$ cat src/rtl/syncfifo_write_ctrl.sv
// Write-side FIFO controller: write pointer, full, occupancy and hysteretic almost_full.
// Define SYNCFIFO_WRITECTRL_OVERFLOW_EN to build the sticky overflow flag and its clear input.
module syncfifo_write_ctrl #(
  parameter int DEPTH     = 16,
  parameter int PTR_WIDTH = $clog2(DEPTH) + 1,
  parameter int AFULL_HI  = DEPTH - 4,
  parameter int AFULL_LO  = DEPTH / 4
) (
  input  logic                 i_clk,
  input  logic                 i_rst_n,
  input  logic                 i_wen,
  input  logic [PTR_WIDTH-1:0] i_r_ptr,
`ifdef SYNCFIFO_WRITECTRL_OVERFLOW_EN
  input  logic                 i_clr_ovf,
  output logic                 o_overflow,
`endif
  output logic [PTR_WIDTH-1:0] o_w_ptr,
  output logic [PTR_WIDTH-2:0] o_waddr,
  output logic                 o_mem_we,
  output logic                 o_full,
  output logic [PTR_WIDTH-1:0] o_count,
  output logic                 o_almost_full
);

  // state    | meaning
  // ST_BELOW | almost_full = 0, waiting for count >= AFULL_HI
  // ST_ABOVE | almost_full = 1, waiting for count <= AFULL_LO
  typedef enum logic {
    ST_BELOW = 1'b0,
    ST_ABOVE = 1'b1
  } af_state_t;

  localparam logic [PTR_WIDTH-1:0] LP_AF_HI = PTR_WIDTH'(AFULL_HI);
  localparam logic [PTR_WIDTH-1:0] LP_AF_LO = PTR_WIDTH'(AFULL_LO);

  logic [PTR_WIDTH-1:0] r_w_ptr;
  af_state_t            r_af_state;
  af_state_t            w_af_next;
  logic                 w_full;
  logic                 w_accept;
  logic [PTR_WIDTH-1:0] w_count;

  // Same index with opposite wrap bits means the writer is a full lap ahead.
  assign w_full   = (r_w_ptr[PTR_WIDTH-1] != i_r_ptr[PTR_WIDTH-1]) &&
                    (r_w_ptr[PTR_WIDTH-2:0] == i_r_ptr[PTR_WIDTH-2:0]);
  assign w_accept = i_wen & ~w_full;
  assign w_count  = r_w_ptr - i_r_ptr;

  always_ff @(posedge i_clk or negedge i_rst_n) begin
    if (!i_rst_n) begin
      r_w_ptr <= '0;
    end else begin
      r_w_ptr <= r_w_ptr + {{(PTR_WIDTH-1){1'b0}}, w_accept};
    end
  end

  always_ff @(posedge i_clk or negedge i_rst_n) begin
    if (!i_rst_n) begin
      r_af_state <= ST_BELOW;
    end else begin
      r_af_state <= w_af_next;
    end
  end

  always_comb begin
    w_af_next = r_af_state;
    case (r_af_state)
      ST_BELOW: if (w_count >= LP_AF_HI) w_af_next = ST_ABOVE;
      ST_ABOVE: if (w_count <= LP_AF_LO) w_af_next = ST_BELOW;
      default:  w_af_next = ST_BELOW;
    endcase
  end

`ifdef SYNCFIFO_WRITECTRL_OVERFLOW_EN
  logic r_overflow;

  // A rejected write in the same cycle as a clear keeps the flag set.
  always_ff @(posedge i_clk or negedge i_rst_n) begin
    if (!i_rst_n) begin
      r_overflow <= 1'b0;
    end else if (i_wen & w_full) begin
      r_overflow <= 1'b1;
    end else if (i_clr_ovf) begin
      r_overflow <= 1'b0;
    end
  end

  assign o_overflow = r_overflow;
`endif

  assign o_w_ptr       = r_w_ptr;
  assign o_waddr       = r_w_ptr[PTR_WIDTH-2:0];
  assign o_mem_we      = w_accept;
  assign o_full        = w_full;
  assign o_count       = w_count;
  assign o_almost_full = (r_af_state == ST_ABOVE);

endmodule
$ cat config.mk
export PLATFORM = sky130hd
export DESIGN_NAME = syncfifo_write_ctrl
export DESIGN_NICKNAME = d
export VERILOG_FILES = /design/src/rtl/syncfifo_write_ctrl.sv
export SDC_FILE = /design/constraint.sdc
export NUM_CORES = 1
export LEC_CHECK = 0
export CORE_AREA = 8 8 45 47
export DETAILED_ROUTE_END_ITERATION = 10
export DIE_AREA = 0 0 53 55
export GPL_TIMING_DRIVEN = 1
export PLACE_DENSITY = 0.84
export SYNTH_ARGS = -nofsm -noshare
export SYNTH_HDL_FRONTEND = slang
export SYNTH_SLANG_ARGS = --single-unit
$ cat constraint.sdc
create_clock -name i_clk -period 5.4 [get_ports i_clk]
set_input_delay 1.35 -clock i_clk [delete_from_list [all_inputs] [get_ports i_clk]]
set_output_delay 1.35 -clock i_clk [all_outputs]
set_load 0.01 [all_outputs]
==> results of run 1 <==
[report_power, final]
group	internal (uW)	total [uW]	switching, uW
logic	188	330	142
clock network	25.1	41.2	16.0
registers	67.7	96.4	28.8
total	281	468	187
[cell usage after synthesis]
cell      instances
nor2b_1           1
and3b_2           1
nand4_1           1
nand3b_1          1
buf_4             4
fa_1              1
nand3_1           2
a21oi_1           2
a21boi_1          1
xnor2_1           4
nand2b_1          1
nor2_1            4
inv_1             7
xor2_1            2
a221o_1           1
dfrtp_1           6
ha_1              6
o21ai_0           2
[area by class of cell]
type | count | area (um2)
Sequential cell | 6 | 150
Clock buffer | 3 | 22.5
Fill cell | 139 | 678
Tap cell | 16 | 20.0
Inverter | 7 | 26.3
Timing Repair Buffer | 24 | 240
Multi-Input combinational cell | 30 | 246
[per-stage QoR]
step / total power (uW) / std cells / util
after floorplan: 271 / 47 / -
after global placement: 424 / 83 / 0.494
after detailed placement: 433 / 83 / 0.494
after CTS: 477 / 86 / 0.510
after global routing: 510 / 86 / 0.510
final: 468 / 86 / 0.510
[sequential cells by signal, summed over array words and instances (netlist names)]
register,count
o_w_ptr,5
o_almost_full,1
[worst paths after layout]
check                            from            end  depth (start not counted)
setup / recovery           i_r_ptr[0]     o_count[4]                          7
hold / removal             o_w_ptr[4]     o_w_ptr[4]                          1
setup reg to reg           o_w_ptr[2]     o_w_ptr[4]                          8
hold reg to reg            o_w_ptr[4]     o_w_ptr[4]                          1
max in group asynchronous     i_rst_n  o_almost_full                          1
min in group asynchronous     i_rst_n     o_w_ptr[4]                          1
[worst reg2reg max path, delay by kind of cell, from the launching register on]
| kind | cells | cell delay, ns |
|---|---|---|
| DFF | 1 | 0.44 |
| and+or+nand+nor | 4 | 0.43 |
| xor gates and xnor gates | 1 | 0.12 |
| adders and majority gates | 3 | 0.81 |
[metal layers]
layer  vias up  GRT usage
met5         -          0
met4         0     0.0517
met3         2     0.0428
met2        14      0.141
met1       190     0.0801
li1        197          -
[cell families after synthesis]
| family | count (synthesis) |
|---|---|
| AO/OA/AOI/OAI | 6 |
| XOR/XNOR | 6 |
| adder cells (fa/ha/maj) | 7 |
| buffers and inverters | 11 |
| flip-flops | 6 |
| AND/OR/NAND/NOR | 11 |
==> flow_summary.json, run 1 <==
{
  "status": "completed",
  "layout_commonest_cell": "clkdlybuf4s50_1",
  "wl_mm": 1.08,
  "tightestPinTransition_ns": 0.264,
  "cp-end-kind": "output port",
  "layout-drive-gt1-share": 0.0571,
  "netlist.area_leader.share": 0.331,
  "setup_tns_ns": 0,
  "first_pass_iters": 2,
  "yosys.area_share.adder": 0.210,
  "io_buffers": 24,
  "core_mm2": 0.00138,
  "synth_area_leaders": "dfrtp_1 33%, ha_1 17%, xnor2_1 7.7%, buf_4 6.6%, inv_1 5.8%",
  "worstPathCellList": "clkdlybuf4s50_1 -> ha_1 -> fa_1 -> nand2b_1 -> a21oi_1 -> xor2_1 -> clkdlybuf4s50_1",
  "worst-path-buf-inv": 2,
  "synth-xor-area-share": 0.116,
  "cts_buffer_depth": 2,
  "max-vdd-ir-drop_mv": 0.313,
  "pre_cts_slack_ns": 0.567,
  "synth_top_family_by_area": "adder cells",
  "worstPathRequired_ns": 4.05,
  "worstSetupPathType": "in -> out",
  "yosys_register_bits": 6,
  "crit_path_max_incr_delay_ns": 0.57,
  "ys_types": 18,
  "ios": 25,
  "period_needed_ns": 4.81,
  "rrSetupSlack_ns": 3.52,
  "rsz0062_at_grt": "false",
  "p_per_area_mw_per_mm2": 663,
  "fp-row-count": 14,
  "wl_met3_um": 119,
  "fmax_ghz": 0.208,
  "met2WireLength_um": 545,
  "chipHeight_um": 55,
  "critPathMostFrequentCell": "clkdlybuf4s50_1",
  "synth_compound_area_frac": 0.0829,
  "htree_num_levels": 1,
  "p_leak_uw": 0.000321,
  "fin_nets": 87,
  "wire_per_inst_um": 12.6,
  "synthToLayoutAreaGrowth_pct": 55.8,
  "synth_fp_nets": 62,
  "cts_sinks": 6,
  "mostFrequentLayoutCells": "24 x clkdlybuf4s50_1, 7 x inv_1, 6 x ha_1, 6 x dfrtp_1",
  "num_antenna_cells": 0,
  "ys_warn_count": 0,
  "clock_latency_ns": 0.24,
  "chipWidth_um": 53,
  "slew_headroom": 0.823,
  "slowest_stage": "clkdlybuf4s50_1",
  "antenna_found_initial": 0,
  "die_area_mm2": 0.00292,
  "skew_ns": 0.00474,
  "initial_utilization": 0.327,
  "cts_resized": 0,
  "grt_max_degree": 7,
  "synth-seq-area-share": 0.331,
  "timing.critical_path.fanout_max": 2,
  "globalRouteTotalUtil": 0.0835,
  "grt_overflow_total": 0,
  "placed_area_um2": 683,
  "slew_violations": 0,
  "routed.top_layer": "met4",
  "holdWs_ns": 0.518,
  "avgViaCountPerCell": 4.69,
  "grt_pass1_wl_mm": 1.77,
  "drt_iter0_drc": 2,
  "synthesis.area_um2": 453,
  "route.vias.total": 403,
  "holdCritPathClass": "reg -> reg",
  "finish.instance_area_um2": 706,
  "critPathArrivalTime_ns": 3.46,
  "syn-instance-count": 47,
  "finalCritPeriodShare": 0.891,
  "postCtsSetupRepairBufs": 0,
  "finalSetupViolations": 0,
  "setup_slack_ns": 0.586,
  "wl_met1_um": 392,
  "grt_pass1_vias": 426,
  "synthSimpleGateAreaFrac": 0.135,
  "cts_hold_buf": 0,
  "ant_nets": 0,
  "startpoint_type": "input port",
  "hold_viol_final": 0,
  "synth_area_per_cell_um2": 9.64,
  "clk_pin_slew_worst_paths_ns": 0.05,
  "cap_violations": 0,
  "critPathTopFamily": "buffers and inverters",
  "cts_tree": "yes",
  "cts_root_buf": "clkbuf_4",
  "yosys.area.top_type": "dfrtp_1",
  "globalplace.congestion": 0.800,
  "drcViolationCount": 0,
  "cts_made_buffers": 3,
  "synthMuxAreaShare": 0
}
(Power assumes the default switching activity.)
==> inputs of run 2 (changes only) <==
--- a/config.mk
+++ b/config.mk
@@ -7,2 +7,3 @@
 export LEC_CHECK = 0
+export ABC_AREA = 1
 export CORE_AREA = 8 8 45 47
@@ -11,3 +12,3 @@
 export GPL_TIMING_DRIVEN = 1
-export PLACE_DENSITY = 0.84
+export PLACE_DENSITY = 0.87
 export SYNTH_ARGS = -nofsm -noshare
--- a/constraint.sdc
+++ b/constraint.sdc
@@ -3,2 +3,2 @@
 set_output_delay 1.35 -clock i_clk [all_outputs]
-set_load 0.01 [all_outputs]
+set_load 0.02 [all_outputs]
==> run 2 against run 1 <==
  * Fmax is 2.8% higher
  * Largest cell class unchanged
  * Sequential share of layout area is 1.1 points lower
  * Via count is 17% higher
  * Worst hold slack better by 0.045 ns
==> flow_summary.json, run 2 <==
{
  "cts_buffer_depth": 2,
  "slew_headroom": 0.817,
  "mostFrequentLayoutCells": "24 x clkdlybuf4s50_1, 14 x inv_1, 11 x nand2_1",
  "clkPwrFrac": 0.081,
  "globalRouteTotalUtil": 0.0949,
  "slew_violations": 0,
  "dp_hpwl_mm": 1.04,
  "timing.critical_path.fanout_max": 2,
  "wl_mm": 1.23,
  "p_per_area_mw_per_mm2": 715,
  "startpoint_type": "input port",
  "chipHeight_um": 55,
  "yosys.area.top_type": "dfrtp_1",
  "ant_nets": 0,
  "pwr-share-comb": 0.738,
  "reg2reg_from": "o_w_ptr[2]",
  "p_sw_frac": 0.478,
  "cts_hold_buf": 0,
  "drcViolationCount": 0,
  "grt_max_degree": 7,
  "busiest_layer": "met2",
  "clock_latency_ns": 0.25,
  "synthesis.area_um2": 493,
  "drt_iter0_drc": 8,
  "crit_path_max_incr_delay_ns": 0.60,
  "rrSetupSlack_ns": 3.51,
  "first_pass_iters": 6,
  "num_antenna_cells": 0,
  "worstPathCellList": "clkdlybuf4s50_1 -> ha_1 -> fa_1 -> inv_1 -> nand2_1 -> nand2_1 -> nand3_1 -> nand2_2 -> clkdlybuf4s50_1",
  "async_reset_ff_frac": 1.00,
  "clk_pin_slew_worst_paths_ns": 0.04,
  "rsz0062_at_grt": "false",
  "initial_utilization": 0.356,
  "ios": 25,
  "cp-startpoint": "i_r_ptr[0]",
  "min_path_cells": 1,
  "netlist.area_leader.share": 0.305,
  "finalSetupViolations": 0,
  "die_area_mm2": 0.00292,
  "slowest_stage": "clkdlybuf4s50_1",
  "hold_viol_final": 0,
  "layout_commonest_cell": "clkdlybuf4s50_1",
  "tightestPinTransition_ns": 0.274,
  "cts_resized": 0,
  "largest_reg_flops": 5,
  "avgViaCountPerCell": 4.63,
  "max-vdd-ir-drop_mv": 0.410,
  "hold_path_startpoint": "o_w_ptr[0]",
  "cts_tree": "yes",
  "ys.flop_type": "dfrtp_1",
  "wire_per_inst_um": 12.1,
  "critPathArrivalTime_ns": 3.33,
  "fin_nets": 103,
  "io_buffers": 24,
  "route.vias.total": 472,
  "worstSetupPathType": "in -> out",
  "skew_ns": 0.000284,
  "cts_sinks": 6,
  "chipWidth_um": 53,
  "period_needed_ns": 4.68,
  "yosys_register_bits": 6,
  "core_mm2": 0.00138,
  "worstPathRequired_ns": 4.05,
  "reg2regPathDepth": 8,
  "synth-seq-area-share": 0.305,
  "power_uw": 533,
  "grt_use_met2": 0.168,
  "fp-row-count": 14,
  "rr_endpoint": "o_w_ptr[4]",
  "ys_warn_count": 0,
  "use_met1": 0.0799,
  "switchingPower_uw": 255,
  "cp-end-kind": "output port",
  "setup_tns_ns": 0,
  "grt_use_met3": 0.0374,
  "antenna_found_initial": 0,
  "synth_area_leaders": "dfrtp_1 30%, ha_1 15%, inv_1 11%, nand2_1 8.4%, buf_4 6.1%",
  "grt_pass1_vias": 486,
  "synth_area_per_cell_um2": 7.82,
  "p_int_uw": 278,
  "p_leak_uw": 0.000385,
  "cts_made_buffers": 3,
  "grt_pass1_wl_mm": 2.01,
  "layout-drive-gt1-share": 0.0465,
  "cap_violations": 0,
  "grt_overflow_total": 0,
  "status": "completed",
  "synthToLayoutAreaGrowth_pct": 51.3,
  "hold_path_end": "o_w_ptr[0]",
  "htree_num_levels": 1,
  "ys_types": 17,
  "postCtsSetupRepairBufs": 0,
  "netlist_top_cells_count": "14 x inv_1, 11 x nand2_1, 6 x dfrtp_1, 6 x ha_1, 5 x nor2_1",
  "globalplace.congestion": 0.802,
  "fmax_ghz": 0.213,
  "finalCritPeriodShare": 0.867,
  "cts_root_buf": "clkbuf_4",
  "syn-instance-count": 63,
  "p_seq_frac": 0.181,
  "synth_fp_nets": 78,
  "holdCritPathClass": "reg -> reg",
  "yosysMostFrequentCell": "inv_1",
  "synth_edf_count": 0
}
## run 2: cell count changes in the layout (fill, tap and decap cells not counted), moves of 2 or more
cell,previous run,this run
inv_1,7,14
nand2_1,0,11
xnor2_1,4,1
nand3_1,2,4
## run 2: worst max path at each step
stage / end / depth (start not counted)
after detailed placement: o_count[4] / 9
after floorplan: o_mem_we / 5
final: o_count[4] / 9
after global routing: o_count[4] / 9
after global placement: o_count[4] / 9
after CTS: o_count[4] / 9
## run 2: logic make-up after synthesis
logic type,share of synthesized area
buffers and inverters,0.168
AND/OR/NAND/NOR,0.244
XOR/XNOR,0.0711
flip-flops,0.305
adder cells (fa/ha/maj),0.193
AO/OA/AOI/OAI,0.0203
## run 2: layout make-up
class	count	area, um2
tap	16	20.0
clock buffer	3	22.5
fill	128	638
inverter	14	52.6
sequential	6	150
timing repair buffer	24	240
multi-input combinational	39	260
## run 2: layer usage
metal	wire, um	share of wire
met3	105	0.085
met4	44	0.036
met2	614	0.50
met1	467	0.38
met5	0	0
## run 2: critical path: cells and delay by family
| family | cells | cell delay, ns |
|---|---|---|
| adder cells (fa/ha/maj) | 2 | 0.63 |
| buffers and inverters | 3 | 1.07 |
| AND/OR/NAND/NOR | 4 | 0.27 |
## run 2: power by group through the flow
| stage | Combinational (uW) | Clock [uW] | Sequential (uW) |
|---|---|---|---|
| after floorplan | 219 | 0 | 118 |
| after global placement | 391 | 0 | 96.1 |
| after detailed placement | 398 | 0 | 97.0 |
| after CTS | 399 | 45.9 | 97.2 |
| after global routing | 428 | 46.9 | 101 |
| final | 393 | 43.2 | 96.6 |
## run 2: stage by stage
stage	hold slack [ns]	utilization	instances	worst slack, ns	area (um2)
after floorplan	0.639	-	63	1.71	493
after global placement	0.547	0.523	99	0.714	723
after detailed placement	0.552	0.523	99	0.700	723
after CTS	0.573	0.539	102	0.704	746
after global routing	0.598	0.539	102	0.622	746
final	0.563	0.539	102	0.716	746
